`src/rtl/core_pkg.sv`:
```
// Shared core defaults and types for the register file and its read ports.
// Types are sized from the default widths; parametrised blocks size their own buses.
package core_pkg;

    localparam int XLEN     = 32;
    localparam int NREG     = 32;
    localparam int AW       = $clog2(NREG);
    localparam int REG_ZERO = 0;

    typedef logic [AW-1:0]   reg_idx_t;
    typedef logic [XLEN-1:0] xword_t;

endpackage

```
`src/rtl/regfile_read_port.sv`:
```
// One combinational read port: r0 forcing, write-to-read bypass and busy masking.
// Zero latency; the hazard is masked when the completing write is forwarded.
module regfile_read_port
    import core_pkg::*;
#(
    parameter int XLEN   = core_pkg::XLEN,
    parameter int AW     = core_pkg::AW,
    parameter int BYPASS = 1
) (
    input  logic [AW-1:0]   rd_addr,
    input  logic [XLEN-1:0] arr_data,
    input  logic            busy_bit,
    input  logic            wr_en,
    input  logic [AW-1:0]   wr_addr,
    input  logic [XLEN-1:0] wr_data,
    output logic [XLEN-1:0] rd_data,
    output logic            rd_busy
);

    logic w_zero;
    logic w_hit;

    assign w_zero = (rd_addr == AW'(REG_ZERO));
    assign w_hit  = (BYPASS != 0) && wr_en && (wr_addr == rd_addr);

    always_comb begin
        rd_data = arr_data;
        rd_busy = busy_bit;
        if (w_zero) begin
            rd_data = '0;
            rd_busy = 1'b0;
        end else if (w_hit) begin
            rd_data = wr_data;
            rd_busy = 1'b0;
        end
    end

endmodule

```
`src/rtl/regfile_scoreboard.sv`:
```
// Register file with NUM_READ async read ports, one sync write port and a pending-write scoreboard.
// Reads are zero latency; writes and busy updates take effect at the next rising edge.
module regfile_scoreboard
    import core_pkg::*;
#(
    parameter int  XLEN     = core_pkg::XLEN,
    parameter int  NREG     = core_pkg::NREG,
    parameter int  NUM_READ = 2,
    parameter int  BYPASS   = 1,
    localparam int AW       = $clog2(NREG)
) (
    input  logic                     clk,
    input  logic                     reset,
    input  logic [NUM_READ*AW-1:0]   rd_addr,
    output logic [NUM_READ*XLEN-1:0] rd_data,
    output logic [NUM_READ-1:0]      rd_busy,
    input  logic                     wr_en,
    input  logic [AW-1:0]            wr_addr,
    input  logic [XLEN-1:0]          wr_data,
    input  logic                     iss_en,
    input  logic [AW-1:0]            iss_addr,
    output logic                     any_busy
);

    logic [XLEN-1:0] r_mem [NREG];
    logic [NREG-1:0] r_busy;
    logic [NREG-1:0] w_set;
    logic [NREG-1:0] w_clr;
    logic [NREG-1:0] w_busy_nxt;

    // Set is applied after clear so a new producer supersedes the completing one.
    assign w_set      = iss_en ? (NREG'(1) << iss_addr) : '0;
    assign w_clr      = wr_en  ? (NREG'(1) << wr_addr)  : '0;
    assign w_busy_nxt = ((r_busy & ~w_clr) | w_set) & ~NREG'(1);

    always_ff @(posedge clk) begin
        if (reset) begin
            for (int i = 0; i < NREG; i++) begin
                r_mem[i] <= '0;
            end
            r_busy <= '0;
        end else begin
            if (wr_en && (wr_addr != AW'(REG_ZERO))) begin
                r_mem[wr_addr] <= wr_data;
            end
            r_busy <= w_busy_nxt;
        end
    end

    assign any_busy = |r_busy;

    for (genvar k = 0; k < NUM_READ; k++) begin : g_rd
        logic [AW-1:0] w_addr;

        assign w_addr = rd_addr[k*AW +: AW];

        regfile_read_port #(
            .XLEN   (XLEN),
            .AW     (AW),
            .BYPASS (BYPASS)
        ) u_port (
            .rd_addr  (w_addr),
            .arr_data (r_mem[w_addr]),
            .busy_bit (r_busy[w_addr]),
            .wr_en    (wr_en),
            .wr_addr  (wr_addr),
            .wr_data  (wr_data),
            .rd_data  (rd_data[k*XLEN +: XLEN]),
            .rd_busy  (rd_busy[k])
        );
    end

endmodule

```
`config.mk`:
```
export PLATFORM = sky130hd
export DESIGN_NAME = regfile_scoreboard
export DESIGN_NICKNAME = d
export VERILOG_FILES = /design/src/rtl/core_pkg.sv /design/src/rtl/regfile_read_port.sv /design/src/rtl/regfile_scoreboard.sv
export SDC_FILE = /design/constraint.sdc
export NUM_CORES = 2
export LEC_CHECK = 0
export CORE_UTILIZATION = 50
export CTS_CLUSTER_DIAMETER = 60
export CTS_CLUSTER_SIZE = 20
export DETAILED_ROUTE_END_ITERATION = 8
export PLACE_DENSITY = 0.66
export SLEW_MARGIN = 20
export SYNTH_ARGS = -nofsm -noshare
export SYNTH_HDL_FRONTEND = slang
export SYNTH_SLANG_ARGS = --single-unit
```
`constraint.sdc`:
```
create_clock -name clk -period 3.75 [get_ports clk]
set_input_delay 0.375 -clock clk [delete_from_list [all_inputs] [get_ports clk]]
set_output_delay 0.375 -clock clk [all_outputs]
set_load 0.005 [all_outputs]
```
==> results.yml <==
status:
  status: "complete, but fails checks"
  violations: "DRC, setup timing"
synthesis:
  synth_most_common_cell: "edfxtp_1"
  ys.flop_type: "edfxtp_1"
  ys_top_cells_by_count: "edfxtp_1, and2_1, mux4_2, clkbuf_1, mux2i_1"
  synth_top_area_share_pct: 53.49
  synth_edf_count: 1024
  synth-seq-area-share_pct: 54.57
  synthArstFlopShare_pct: 0
  synthTopCellsByArea: "edfxtp_1, mux4_2, and2_1, mux2i_1, clkbuf_1"
  synth_cell_types: 65
  netlist_area_um2: 57480
  syn_avg_cell_area_um2: 14.76
  ys_warn_count: 0
  synth_cells: 3894
  yosys.area.top_type: "edfxtp_1"
  ys_seq_elements: 1055
worst_setup_path:
  crit_type: "in -> out"
  cp_common_cell: "clkdlybuf4s50_1"
  start_kind: "input port"
  crit_chain: "clkdlybuf4s50_1 > xor2_1 > nor4_4 > buf_4 > and3_1 > nor2b_2 > buf_12 > nand2_1 > o211ai_1 > clkdlybuf4s50_1"
  arrival_ps: 3460
  worst-r2r-setup-slack_ps: 2920
  max_stage_delay_ps: 630
  worst-path-max-fanout: 16
  cpMaxStageDelayCell: "clkdlybuf4s50_1"
  end_kind: "output pin"
  required_ps: 3380
sta:
  period_share_pct: 102.1
  setup_viol: 1
  fin_skew_ps: 0
  hold_viol_final: 0
  setup_ws_ps: -80.62
  relSlewSlack_pct: 38.23
  tightest_slew_ps: 923.6
  maxSlewViolCount: 0
  layout_min_cycle_time_ps: 3831
  fmax_ghz: 0.2611
  rsz0062_at_grt: "yes"
  fin_hold_ws_ps: 133.3
  fin_tns_setup_ps: -80.62
cts:
  clkTransAtPathRegs_ps: 70
  cts_made_buffers: 88
  clockBufferDepth: 3
  root_buffer: "clkbuf_16"
  cts_setup_buffers: 0
  cts_tree: "yes"
  clock_sinks: 1055
  htree_num_levels: 3
  clock_latency_ps: 720
global_route:
  gr-total-overflow: 0
  grt_pass1_wl_um: 286700
  grt_max_degree: 82
  grtUsageTotal_pct: 35.63
  antenna_found_initial: 17
  grt_pass1_vias: 37550
hold_path:
  hold_path.class: "in -> reg"
place:
  numPortBuffers: 122
  place.gp.congestion: 0.8962
  dpl-instance-area_um2: 62710
  pre_cts_slack_ps: -317.1
  dp_hpwl_um: 124100
  placedCellCount: 5460
route:
  first_iter_violations: 6435
  dr.pass1.iters: 8
  drc: 2
  ant_nets: 0
  via_per_inst: 6.900
  wl_per_cell_um: 36.83
  wirelength_um: 207400
  vias: 38860
pwr:
  p_switching_mw: 7.600
  power_switching_share_pct: 27.24
  power.internal_mw: 20.30
  ir_worst_vdd_uv: 338.4
  p_per_area_nw_per_um2: 423.7
  p_leak_nw: 22.82
  p_clk_share_pct: 35.5
  pwr-share-seq_pct: 49.6
  combPwrFrac_pct: 14.9
  p_total_mw: 27.90
layout:
  stdcell_count: 5631
  layout-drive-gt1-share_pct: 27.26
  stdcell_area_um2: 65850
  nets: 4095
  area_delta_synth_final_pct: 14.55
  postLayoutCoreUtil_pct: 57.66
floorplanning:
  die_h_um: 341.1
  start_util_pct: 50.34
  die_area_um2: 116300
  core_area_um2: 114200
  num_rows: 124
  die_w_um: 341.1
  ios: 123
flow_run:
  cap_violations: 0
[metal layers]
metal | up-vias | global-route usage, % | routed length [µm]
li1 | 15220 | - | -
met1 | 19930 | 48.12 | 75520
met2 | 3190 | 51.86 | 91520
met3 | 517 | 13.38 | 31590
met4 | 0 | 14.90 | 8732
met5 | - | 0.04085 | 0
[kinds of logic after synthesis]
kind of cell / count (synthesis) / synth area share, %
compound gates: 311 / 3.831
xor+xnor: 10 / 0.1524
buf+inv: 441 / 3.583
flops: 1055 / 54.57
mux: 718 / 23.81
other cells: 1 / 0.006524
simple gates: 1358 / 14.04
[flip-flops by register name, summed over array words and instances, names as in the netlist]
| name | cells |
|---|---|
| r_mem | 1024 |
| r_busy | 31 |
[power by group through the flow]
stage	sequential [mW]	clock, mW	combinational [mW]
2_1_floorplan	14.0	0	2.27
3_3_place_gp	14.1	0	4.02
3_5_place_dp	14.1	0	4.03
4_1_cts	13.8	9.92	4.05
5_1_grt	13.9	10.3	4.25
6_report	13.9	9.90	4.15
[area by class of cell]
cell class | count | area (µm²)
fillers | 8849 | 48340
flip-flops and latches | 1055 | 31370
multi-input cells | 2429 | 24510
repair buffers | 438 | 4926
clock buffers | 98 | 2313
well taps | 1512 | 1892
clock inverters | 61 | 704.4
inverters | 27 | 101.3
diodes | 11 | 27.53
[layout by cell type (no fill, tap or decap), types with 32 or more instances in the layout]
| cell | n |
|---|---|
| nor2b_1 | 38 |
| clkdlybuf4s50_1 | 111 |
| buf_12 | 102 |
| a22oi_1 | 38 |
| a221oi_1 | 53 |
| o21ai_0 | 75 |
| mux4_2 | 514 |
| mux2i_1 | 159 |
| nand2_1 | 64 |
| mux2_2 | 43 |
| buf_4 | 215 |
| and2_1 | 993 |
| nor2_1 | 83 |
| clkbuf_16 | 92 |
| conb_1 | 32 |
| edfxtp_1 | 1024 |
| o22ai_1 | 36 |
[what timing repair did]
action	4_1_cts	5_1_grt
endpoints found under the hold margin	0	0
endpoints found under the setup margin	32	8
hold buffers	0	0
gates resized for setup	6	7
cloned	0	1
[worst paths after layout]
check	from	endpoint	cells past startpoint
min reg2reg	r_busy[6]	r_busy[6]	2
max	wr_addr[4]	rd_data[52]	10
min	reset	r_mem[0][26]	1
max reg2reg	r_busy[13]	r_busy[13]	3
[critical path: cells and delay by family]
family	cells	cell delay, ps
buffers and inverters	4	1480
AOI/OAI and AO/OA	1	330
xor gates and xnor gates	1	180
and+or+nand+nor	4	1040
(Power assumes the default switching activity.)
